**src/rtl/mag_ctrl_seq.sv**
```systemverilog
// Magnetron sequencer: IDLE/COOK/PAUSED/DONE with duty-cycled power,
// pause/resume and an end-of-cook beep.
module mag_ctrl_seq #(
   parameter  int PWR_LEVELS  = 4,
   parameter  int DUTY_PERIOD = 16,
   parameter  int BEEP_CYCLES = 8,
   localparam int PSEL_W = ($clog2(PWR_LEVELS) > 1) ? $clog2(PWR_LEVELS) : 1
) (
   input  logic              clk,
   input  logic              rst,
   input  logic              startn,
   input  logic              stopn,
   input  logic              clearn,
   input  logic              door_closed,
   input  logic              timer_done,
   input  logic [PSEL_W-1:0] power_sel,
   output logic              mag_on,
   output logic [1:0]        state,
   output logic              beep
);

   localparam int DCNT_W = ($clog2(DUTY_PERIOD) > 1) ? $clog2(DUTY_PERIOD) : 1;
   localparam int BCNT_W = $clog2(BEEP_CYCLES + 1);

   typedef enum logic [1:0] {
      IDLE   = 2'd0,
      COOK   = 2'd1,
      PAUSED = 2'd2,
      DONE   = 2'd3
   } state_t;

   state_t              state_q, state_d;
   logic                startn_q;
   logic [PSEL_W-1:0]   lvl_q, lvl_d;
   logic [DCNT_W-1:0]   dcnt_q, dcnt_d;
   logic [BCNT_W-1:0]   bcnt_q, bcnt_d;
   logic                mag_q, mag_d;
   logic                beep_q, beep_d;
   logic                start_ev;
   logic                enter_cook;
   logic [PSEL_W-1:0]   psel_c;
   logic [31:0]         on_cyc;

   assign start_ev = startn_q & ~startn;

   always_ff @(posedge clk) begin
      if (rst) begin
         state_q  <= IDLE;
         startn_q <= 1'b1;
         lvl_q    <= '0;
         dcnt_q   <= '0;
         bcnt_q   <= '0;
         mag_q    <= 1'b0;
         beep_q   <= 1'b0;
      end else begin
         state_q  <= state_d;
         startn_q <= startn;
         lvl_q    <= lvl_d;
         dcnt_q   <= dcnt_d;
         bcnt_q   <= bcnt_d;
         mag_q    <= mag_d;
         beep_q   <= beep_d;
      end
   end

   always_comb begin
      state_d = state_q;
      unique case (state_q)
         IDLE: begin
            if (start_ev && door_closed && !timer_done && stopn && clearn)
               state_d = COOK;
         end
         COOK: begin
            if (!clearn)
               state_d = IDLE;
            else if (!door_closed || !stopn)
               state_d = PAUSED;
            else if (timer_done)
               state_d = DONE;
         end
         PAUSED: begin
            if (!clearn || !stopn)
               state_d = IDLE;
            else if (start_ev && door_closed && !timer_done)
               state_d = COOK;
         end
         DONE: begin
            if (!clearn || !door_closed)
               state_d = IDLE;
            else if (bcnt_q == BCNT_W'(BEEP_CYCLES))
               state_d = IDLE;
         end
      endcase
   end

   // Datapath: power latch, duty counter, beep counter, registered enables
   always_comb begin
      psel_c = power_sel;
      if (32'(power_sel) >= 32'(PWR_LEVELS))
         psel_c = PSEL_W'(PWR_LEVELS - 1);
      enter_cook = (state_d == COOK) && (state_q != COOK);
      lvl_d  = enter_cook ? psel_c : lvl_q;
      dcnt_d = '0;
      if (state_d == COOK && !enter_cook) begin
         if (dcnt_q == DCNT_W'(DUTY_PERIOD - 1))
            dcnt_d = '0;
         else
            dcnt_d = dcnt_q + DCNT_W'(1);
      end
      bcnt_d = '0;
      if (state_d == DONE)
         bcnt_d = (state_q == DONE) ? bcnt_q + BCNT_W'(1) : BCNT_W'(1);
      on_cyc = ((32'(lvl_d) + 32'd1) * 32'(DUTY_PERIOD)) / 32'(PWR_LEVELS);
      mag_d  = (state_d == COOK) && (32'(dcnt_d) < on_cyc);
      beep_d = (state_d == DONE);
   end

   // Door gates the magnetron combinationally, no clock latency
   always_comb begin
      state  = state_q;
      mag_on = mag_q & door_closed;
      beep   = beep_q;
   end

endmodule

```
**config.mk**
```make
export PLATFORM = sky130hd
export DESIGN_NAME = mag_ctrl_seq
export DESIGN_NICKNAME = d
export VERILOG_FILES = /design/src/rtl/mag_ctrl_seq.sv
export SDC_FILE = /design/constraint.sdc
export NUM_CORES = 1
export LEC_CHECK = 0
export CAP_MARGIN = 20
export CORE_ASPECT_RATIO = 0.9
export CORE_UTILIZATION = 49
export CTS_CLUSTER_SIZE = 24
export DETAILED_ROUTE_END_ITERATION = 10
export PLACE_DENSITY = 0.75
export SLEW_MARGIN = 20
export SYNTH_ARGS = -nofsm -noshare
export SYNTH_HDL_FRONTEND = slang
export SYNTH_SLANG_ARGS = --single-unit
```
**constraint.sdc**
```tcl
create_clock -name clk -period 3 [get_ports clk]
set_input_delay 0.6 -clock clk [delete_from_list [all_inputs] [get_ports clk]]
set_output_delay 0.6 -clock clk [all_outputs]
set_load 0.01 [all_outputs]
```
==> run metrics <==
commonest cells after routing, fill and taps aside=dfxtp_1 (15), clkdlybuf4s50_1 (12), inv_1 (8), buf_4 (7); Min-Delay Path Class=register to register; Post-Synthesis Cells=about 80; top_reg_cell synth=dfxtp_1; Critical Path AT=between 2000 and 3000 ps; # fillers=approximately 110; P&R area growth vs syn=27.8%; routed wire length=roughly 1500 um; DRT antenna net count=0; Total GRT Usage=about a fifth; Vias/cell=5.68; Sequential Area=~300 um2; YS warnings=0; placer congestion estimate=0.762; measured slew at the worst slew-check pin=around 530 ps; # rows=12; DR pass1 iterations=5; io pins=13; Setup WS pre-CTS=approximately 130 ps; Synth cell types=31; Core ar.=between 1000 and 1500 um2; Skew-Pair Late Insertion Delay=about 280 ps; Die Wd=43.1 um; Resized cells post-CTS=0; syn_nets=93; Max Clk Rate=approximately 0.39 GHz; vias in the first global route=~570; Root Buffer=clkbuf_4; level count of the clock H-tree=1; Setup Buffers After CTS=0; I/O Buffers=12; crit start category=input port; final setup fails=0; Synth Cell Area=743 um2; Reg clk slew, reported paths=roughly 90 ps; critical path type=input port to register; first-pass GRT wire length=between 2000 and 2500 um; sequential element share of the synthesized area=about two fifths; area occupied by multi-input gates=around 400 um2; DR iter-0 viols=13; DP HPWL=about 1100 um; antenna diode count=0; Setup TNS=0 ps; pin count of the biggest net entering global routing=10; Worst Skew=roughly 4 ps; # nets final=approximately 120; Worst VDD drop=~410 uV; antenna violations before repair=0; status=complete, no violations; flops & latches, synth=15; Num CTS Buffers=3; WL/cell=12.9 um; number of max-cap violations=0; CP required=around 3200 ps; Worst Path Max Fanout=5; Die H=around 39 um; gr ovfl total=0; RSZ-0062 raised after global routing=false; share of flip-flops with an asynchronous set or reset=0%; clk sinks=15; EDFF count, synth=0; most common cell after layout, fill and taps aside=dfxtp_1; final worst path period need=between 2000 and 3000 ps; Setup crit end kind=register; layout cells sized above 1=15.8%; CTS tree=done; fin. max-slew vios=0; max_slew headroom=around 65%; Lkg Pwr=roughly 0.37 nW; Tcrit/Tclk final=85.3%; total number of vias=653; min setup slack post-route=approximately 440 ps; pwr dens=approximately 360 nW/um2; Avg Cell Area, Syn=9.41 um2; DR DRC count=0; Die ar.=roughly 1700 um2; Final Hold Fails=0; initial core utilization=between 50% and 60%; clk buf depth=2; CTS Hold Buffers Added=0
## Yosys cell counts, types with 2 or more instances
library cell,n,area (um2)
a311o_1,2,20.0
a311oi_1,2,17.5
a31oi_1,2,12.5
and2_1,2,12.5
dfxtp_1,15,300
ha_1,5,62.6
inv_1,8,30.0
nand2_1,5,18.8
nand3_1,3,15.0
nand3b_1,2,15.0
nor2_1,6,22.5
nor3_1,6,30.0
nor4_1,2,12.5
xnor2_1,2,17.5
## layout make-up
| type | instances | share of cell area [%] |
|---|---|---|
| clock buffers | 3 | 2.37 |
| clock inverters | 1 | 0.527 |
| inverters | 8 | 3.16 |
| multi-input cells | 55 | 42.3 |
| flip-flops and latches | 15 | 31.6 |
| well taps | 14 | 1.84 |
| repair buffers | 19 | 18.2 |
## critical path: stages
cell and delay, ps:
clkdlybuf4s50_1 530, nand4bb_1 130, nor2_1 200, mux2_2 380, ha_1 270, inv_1 40
ha_1 260, o21bai_1 70, a41oi_1 170, nor3_1 70
## registers in the layout (all words and copies together), names as in the netlist
name	cells
state	2
beep	1
lvl_q	2
startn_q	1
dcnt_q	4
bcnt_q	4
mag_q	1
## per-stage QoR
stage               power, W  hold slack, ps  std cells  instance area (um2)  util (%)
floorplan           0.000214             466         79                  743         -
global placement    0.000231             492        111                  922      69.8
detailed placement  0.000231             505        111                  922      69.8
CTS                 0.000344             514        115                  950      71.9
global route        0.000359             533        115                  950      71.9
finish              0.000341             507        115                  950      71.9
## where the power goes
group,switching (W),internal [W]
sequential,0.000000692,0.000200
combinational,0.0000102,0.0000159
clock,0.0000643,0.0000495
## per-layer routing
layer  global-route usage (%)  routed length, um  vias to the layer above
li1                         -                  -                      332
met1                     23.2                693                      288
met2                     36.0                663                       29
met3                     8.41                105                        4
met4                     6.82                 17                        0
met5                        0                  0                        -
## path summary, 6_finish.rpt
kind	startpoint	end	slack [ps]	cells past startpoint
max	door_closed	mag_q	440	10
max reg2reg	state[0]	mag_q	840	9
min reg2reg	dcnt_q[0]	dcnt_q[0]	510	1
min	dcnt_q[0]	dcnt_q[0]	510	1
## cell families after synthesis
group	count (synthesis)	share of synthesized area, %
and+or+nand+nor	32	24.4
DFF	15	40.4
AOI/OAI and AO/OA	14	16.2
buffers and inverters	9	5.56
adders and majority gates	5	8.42
xor gates and xnor gates	3	3.54
muxes	1	1.52
(Power assumes the default switching activity.)
